--- src/rtl/bcd_serial_sub.sv ---
// Digit-serial packed-BCD subtractor: d = a - b - bin, one decimal digit per
// clock starting at digit 0. Negative results come back in ten's complement with bout=1.
module bcd_serial_sub #(
  parameter int DIGITS = 4
) (
  input  logic                  clk,
  input  logic                  rst_n,
  input  logic                  start,
  input  logic [4*DIGITS-1:0]   a,
  input  logic [4*DIGITS-1:0]   b,
  input  logic                  bin,
  output logic                  busy,
  output logic                  done,
  output logic [4*DIGITS-1:0]   d,
  output logic                  bout,
  output logic                  err
);

  localparam int IW = (DIGITS > 1) ? $clog2(DIGITS) : 1;
  localparam logic [IW-1:0] LAST = IW'(DIGITS - 1);

  typedef enum logic [1:0] {
    S_IDLE,
    S_RUN,
    S_DONE
  } state_t;

  state_t                state;
  logic [IW-1:0]         idx;
  logic                  borrow;
  logic [4*DIGITS-1:0]   a_r;
  logic [4*DIGITS-1:0]   b_r;

  logic [4:0]            t;
  logic [3:0]            diff_digit;
  logic                  diff_borrow;
  logic                  start_ok;

  function automatic logic has_bad_digit(input logic [4*DIGITS-1:0] v);
    logic bad;
    bad = 1'b0;
    for (int k = 0; k < DIGITS; k++) begin
      if (v[4*k +: 4] > 4'd9) bad = 1'b1;
    end
    return bad;
  endfunction

  assign start_ok = (state == S_IDLE) && start;

  // NOTE: every variable gets a default first so no path leaves it unassigned (no latch).
  always_comb begin
    t           = {1'b0, a_r[4*idx +: 4]} - {1'b0, b_r[4*idx +: 4]} - {4'b0, borrow};
    diff_borrow = t[4];
    diff_digit  = t[4] ? (t[3:0] + 4'd10) : t[3:0];
  end

  // NOTE: operand registers are plain data captured on every accepted start, so they carry no reset.
  always_ff @(posedge clk) begin
    if (start_ok) begin
      a_r <= a;
      b_r <= b;
    end
  end

  // NOTE: sequential state uses non-blocking assignments so all registers update together at the edge.
  always_ff @(posedge clk) begin
    if (!rst_n) begin
      state  <= S_IDLE;
      idx    <= '0;
      borrow <= 1'b0;
      busy   <= 1'b0;
      done   <= 1'b0;
      d      <= '0;
      bout   <= 1'b0;
      err    <= 1'b0;
    end else begin
      done <= 1'b0;
      case (state)
        S_IDLE: begin
          if (start) begin
            idx    <= '0;
            borrow <= bin;
            busy   <= 1'b1;
            if (has_bad_digit(a) || has_bad_digit(b)) begin
              err   <= 1'b1;
              d     <= '0;
              bout  <= 1'b0;
              state <= S_DONE;
            end else begin
              err   <= 1'b0;
              state <= S_RUN;
            end
          end
        end
        S_RUN: begin
          d[4*idx +: 4] <= diff_digit;
          borrow        <= diff_borrow;
          idx           <= idx + 1'b1;
          if (idx == LAST) begin
            bout  <= diff_borrow;
            busy  <= 1'b0;
            state <= S_DONE;
          end
        end
        S_DONE: begin
          // start is deliberately not looked at here; it is picked up back in IDLE.
          done  <= 1'b1;
          busy  <= 1'b0;
          state <= S_IDLE;
        end
        default: state <= S_IDLE;
      endcase
    end
  end

endmodule

--- config.mk ---
export PLATFORM = sky130hd
export DESIGN_NAME = bcd_serial_sub
export DESIGN_NICKNAME = d
export VERILOG_FILES = /design/src/rtl/bcd_serial_sub.sv
export SDC_FILE = /design/constraint.sdc
export NUM_CORES = 1
export LEC_CHECK = 0
export ABC_AREA = 1
export CORE_ASPECT_RATIO = 0.8
export CORE_MARGIN = 5
export CORE_UTILIZATION = 46
export DETAILED_ROUTE_END_ITERATION = 8
export GPL_ROUTABILITY_DRIVEN = 0
export HOLD_SLACK_MARGIN = 0.06
export PLACE_DENSITY = 0.83
export REMOVE_ABC_BUFFERS = 1
export SYNTH_ARGS = -nofsm -noshare
export SYNTH_HDL_FRONTEND = slang
export SYNTH_SLANG_ARGS = --single-unit
--- constraint.sdc ---
create_clock -name clk -period 2.7 [get_ports clk]
set_input_delay 0.675 -clock clk [delete_from_list [all_inputs] [get_ports clk]]
set_output_delay 0.675 -clock clk [all_outputs]
set_load 0.02 [all_outputs]
# Yosys cells after proc, flatten, opt, wreduce, memory -nomap -nowiden
# Index checks and enable logic that the tools add are counted.
# word_totals
regBits	57
in_bits	36
out_inout_bits	20
# classes
add_sub_neg	5
order_cmp	8
eq_ne	6
shift	4
n_mux	36
n_reduce_logical	11
# op_table
cell	n
$neg 4->34	1
$shift 4x34->16 const A	1
$shiftx 4x34->16	1
$gt 4x4->1 const B	8
$mux 16	2
$pmux 16 s2	1
$shiftx 16x5->4	2
$mux 1	22
$bwmux 16	1
$mux 2	4
$pmux 2 s2	2
$reduce_and 2->1	3
$reduce_and 3->1	2
$sub 4x4->5	1
$sub 5x1->5	1
$add 4x4->4 const B	1
$eq 2x2->1 const B	2
$mux 4	1
$ne 2x2->1 const B	2
$pmux 1 s2	2
$reduce_and 4->1	1
$pmux 1 s3	1
$reduce_bool 3->1	1
$add 2x1->2 const B	1
6 further kinds	6

# Longest topological paths before layout
# logic_depth
ltp_word	12
ltp_mapped	20
mapped_depth_nobuf	18

# Worst setup path before layout
# No wires, ideal clock.
# synth_timing
kind	register to register
start	register idx[0]
end	register d[9]
arrival_ps	2722
setup_slack_ps	-154
stages_incl_launch_ff	19
n_path_buf	2
synth_period_minus_slack_ps	2854
cell_sequence	dfxtp_1 -> inv_1 -> buf_2 -> buf_2 -> nand2_1 -> a32o_1 -> fa_1 -> fa_1 -> inv_1 -> nand2_1 -> nand2_1 -> nand2_1 -> nand2_1 -> nand2_2 -> or2_1 -> nand2_1 -> inv_1 -> nand3_1 -> a21oi_1
# synth_via
elab_chain_len	8
elab_cells_between_ends	11
classes_between	add/sub (4); shift (4); mux (3)
# synth_rtl
item	line	text
from (decl)	29	logic [IW-1:0] idx;
from (signal assigned)	98	idx <= idx + 1'b1;
$shiftx 16x5->4	52	t = {1'b0, a_r[4*idx +: 4]} - {1'b0, b_r[4*idx +: 4]} - {4'b0, borrow};
$sub 4x4->5	52	
$sub 5x1->5	52	
$add 4x4->4	54	diff_digit = t[4] ? (t[3:0] + 4'd10) : t[3:0];
$mux 4	54	
$shiftx 4x34->16	96	d[4*idx +: 4] <= diff_digit;
$bwmux 16 *	96	
$pmux 16 s2 *	78	case (state)
to (signal, indexed assignment)	96	
to (decl)	14	output logic [4*DIGITS-1:0] d,
# Every way passes the cells marked *; elsewhere a longest branch is shown, timed or not.
# A chain may end at the register's enable or synchronous reset.

# Worst setup path after layout
# Ends and elaborated chain as after synthesis.

==> impl_metrics.csv <==
group,metric,value,unit
run_status,run_status,"completed",
clocking,ctsRootBufferMaster,"sky130_fd_sc_hd__clkbuf_8",
critical_path,worstSetupEndpointType,"register",
routing,routed_wire_length_per_instance,13.2,µm
power_and_ir_drop,ir_drop,0.354,mV
synth,ys_async_sr_fraction,0,
routing,drt_drc_violations_left,0,
clocking,clock_latency_on_the_worst_skew_pair,0.34,ns
sta,skew,0.0112,ns
routing,detailedRoute.firstPassIterationCount,6,
critical_path,criticalPathCategory,"register to register",
grt,grt_start_max_net_pins,33,
synth,synth_sequential_area_ratio,0.542,
synth,postSynth.topFlopCell,"sky130_fd_sc_hd__edfxtp_1",
sta,timing_hold_violations_final,0,
place,placement.io_buffers,55,
critical_path,crit_chain,"inv_4 > nand2_1 > a32o_1 > fa_2 > fa_2 > inv_2 > nand2_2 > nand2_2 > nand2_1 > nand2_1 > nand2_2 > or2_1 > nand2_1 > inv_1 > nand3_1 > a21oi_1",
clocking,clock_sinks,57,
min_path,min-delay-path-class,"register to register",
finish,fin_area,3650,µm²
finish,multi_input_gate_area,1120,µm²
synth,synth.most_common_cell,"sky130_fd_sc_hd__nand2_1",
grt,first_global_vias,2152,
synth,syn-cell-area,2700,µm²
clocking,clock_path_buffers,2,
power_and_ir_drop,fin_total_pwr,2140,µW
synth,synth_largest_area_cell,"sky130_fd_sc_hd__edfxtp_1",
critical_path,cp_slowest_stage_delay,0.37,ns
flow_run,drv_cap,0,
routing,route.vias.total,2206,
finish,final_net_count,410,
die,floorplan.die_area,7500,µm²
sta,tightestPinTransition,0.587,ns
sta,fmax,0.394,GHz
die,io-pin-count,56,
finish,layout.cells.non_filler,445,
synth,post_synth_num_cell_types,31,
synth,top_cells_by_area_synth,"sky130_fd_sc_hd__edfxtp_1, sky130_fd_sc_hd__dfxtp_1, sky130_fd_sc_hd__nand2_1, sky130_fd_sc_hd__ha_1, sky130_fd_sc_hd__a21oi_1",
clocking,clk_transition_reported_paths,0.06,ns
routing,vias_per_cell,4.96,
grt,initial_antenna_violation_count,0,
finish,diode_count,0,
synth,netlist.area_leader.share,0.357,
finish,fillers,453,
routing,antenna_violating_nets_left,0,
power_and_ir_drop,static-leakage-power,0.00142,µW
critical_path,worst_path_most_repeated_cell,"sky130_fd_sc_hd__nand2_1",
sta,finalMaxSlewViolations,0,
clocking,num_cts_buffers,9,
clocking,cts_max_level,3,
sta,final_min_period_over_clock_period,0.939,
synth,synthCells,288,
place,detailed_place.area,3370,µm²
grt,grt_overflow_total,0,
routing,drt-initial-drc-count,96,
place,numPlacedInstances,425,
critical_path,crit_slowest_cell,"sky130_fd_sc_hd__dfxtp_4",
place,detailedPlacementHpwl,4.49,mm
sta,slew-limit-headroom,0.608,
synth,synth_commonest_cells,"sky130_fd_sc_hd__nand2_1, sky130_fd_sc_hd__edfxtp_1, sky130_fd_sc_hd__a21oi_1",
critical_path,worst-endpoint-arrival,2.72,ns
synth,yosys_warnings,0,
clocking,cts_tree,"done",
sta,worst_hold_slack,0.462,ns
die,start_util,0.466,
die,num_rows,25,
synth,syn-mean-instance-area,9.36,µm²
sta,tns,0,ns
finish,area_growth_syn_to_layout,35.5,%
routing,drt_wl_total,5.88,mm
critical_path,critPathLaunchType,"register",
sta,grt_setup_unrepaired,"true",
grt,groute.usage.overall,0.169,
grt,wire_length_of_the_first_global_routing_pass,9.55,mm
die,die_h,78.5,µm
finish,fraction_of_final_layout_cells_with_drive_strength_greater_than_1,0.168,
finish,area.sequential,1470,µm²
power_and_ir_drop,power.density_cell_area,587,nW/µm²
critical_path,cp_data_required_time,2.89,ns
die,die_width,95.6,µm
critical_path,worst-path-max-fanout,6,
sta,period_minus_slack,2.54,ns
min_path,timing.hold.worst_path_depth,2,
sta,report.final.setup_viol,0,
synth,synth_edf_count,32,
die,coreArea,5790,µm²
clocking,cts_hold_repair.buffers,0,
critical_path,r2r.worst_path.cells,16,
synth,synth_seq_cells,57,
worst max-delay path: cells and delay by family (launching register included):
family / cells / cell delay [ns]
and+or+nand+nor: 9 / 0.79
adders and majority gates: 2 / 0.73
DFF: 1 / 0.37
AOI/OAI and AO/OA: 2 / 0.30
buffers and inverters: 3 / 0.19
report_power, final:
part	leakage, µW	switching, µW	internal (µW)
clock network	0.000108	325	514
registers	0.000509	14.6	968
logic	0.000804	179	142
logic make-up (layout without fill, tap and decap cells):
| kind of cell | after synthesis | in the layout | share of synthesized area |
|---|---|---|---|
| buffers and inverters | 35 | 111 | 0.0529 |
| AND/OR/NAND/NOR | 125 | 125 | 0.205 |
| adder cells (fa/ha/maj) | 15 | 15 | 0.0752 |
| AO/OA/AOI/OAI | 56 | 56 | 0.124 |
| flip-flops | 57 | 57 | 0.542 |
placed cells by master (no fill, tap or decap), types with 2 or more instances in the layout:
cell type                         count
sky130_fd_sc_hd__nor2_1              14
sky130_fd_sc_hd__o21ai_1             11
sky130_fd_sc_hd__clkbuf_8             9
sky130_fd_sc_hd__a32o_1               4
sky130_fd_sc_hd__o21ai_0              4
sky130_fd_sc_hd__bufinv_16            2
sky130_fd_sc_hd__dfxtp_1             24
sky130_fd_sc_hd__nand2_2             12
sky130_fd_sc_hd__clkinv_2             2
sky130_fd_sc_hd__fa_2                 2
sky130_fd_sc_hd__edfxtp_1            32
sky130_fd_sc_hd__nand3_1             10
sky130_fd_sc_hd__inv_1               22
sky130_fd_sc_hd__nand3_2              3
sky130_fd_sc_hd__o21ai_4              2
sky130_fd_sc_hd__o21ai_2              2
sky130_fd_sc_hd__nand4_1              3
sky130_fd_sc_hd__o22ai_1              2
sky130_fd_sc_hd__buf_4               11
sky130_fd_sc_hd__inv_2                5
sky130_fd_sc_hd__nor2_2               3
sky130_fd_sc_hd__clkdlybuf4s50_1     55
sky130_fd_sc_hd__a21oi_1             28
sky130_fd_sc_hd__ha_1                13
sky130_fd_sc_hd__nand2_1             74
flip-flops by register name, indices dropped and copies added, names as in the netlist:
| register | cells |
|---|---|
| state | 2 |
| err | 1 |
| a_r | 16 |
| busy | 1 |
| done | 1 |
| d | 16 |
| bout | 1 |
| borrow | 1 |
| b_r | 16 |
| idx | 2 |
per-stage QoR:
step,setup slack [ns],utilization
floorplan,-0.406,-
global placement,0.0457,0.582
detailed placement,-0.0377,0.582
CTS,0.0104,0.619
global route,-0.0241,0.631
finish,0.165,0.631
per-layer routing:
metal / track usage / part of all wire
met3: 0.0536 / 0.058
met4: 0.0866 / 0.026
met2: 0.256 / 0.47
met1: 0.214 / 0.45
met5: 0 / 0
final timing paths:
kind	start	endpoint	slack [ns]
worst max-delay path	idx[0]$_SDFFE_PN0P_	d[9]$_SDFFE_PN0P_	0.16
worst min-delay path	d[4]$_SDFFE_PN0P_	d[4]$_SDFFE_PN0P_	0.46
worst max register to register	idx[0]$_SDFFE_PN0P_	d[9]$_SDFFE_PN0P_	0.16
worst min register to register	d[4]$_SDFFE_PN0P_	d[4]$_SDFFE_PN0P_	0.46
layout make-up:
class,instances,area share
multi-input combinational,196,0.308
tap,81,0.0277
inverter,28,0.0295
clock inverter,6,0.0226
clock buffer,10,0.0349
sequential,57,0.401
timing repair buffer,67,0.176
what timing repair did:
item | 4_1_cts | 5_1_grt
endpoints found under the hold margin | 0 | 0
setup endpoints to repair | 11 | 14
setup buffers | 0 | 4
resized for setup | 2 | 21
pin swaps | 0 | 14
No activity file was read; power rests on OpenSTA's default activity.
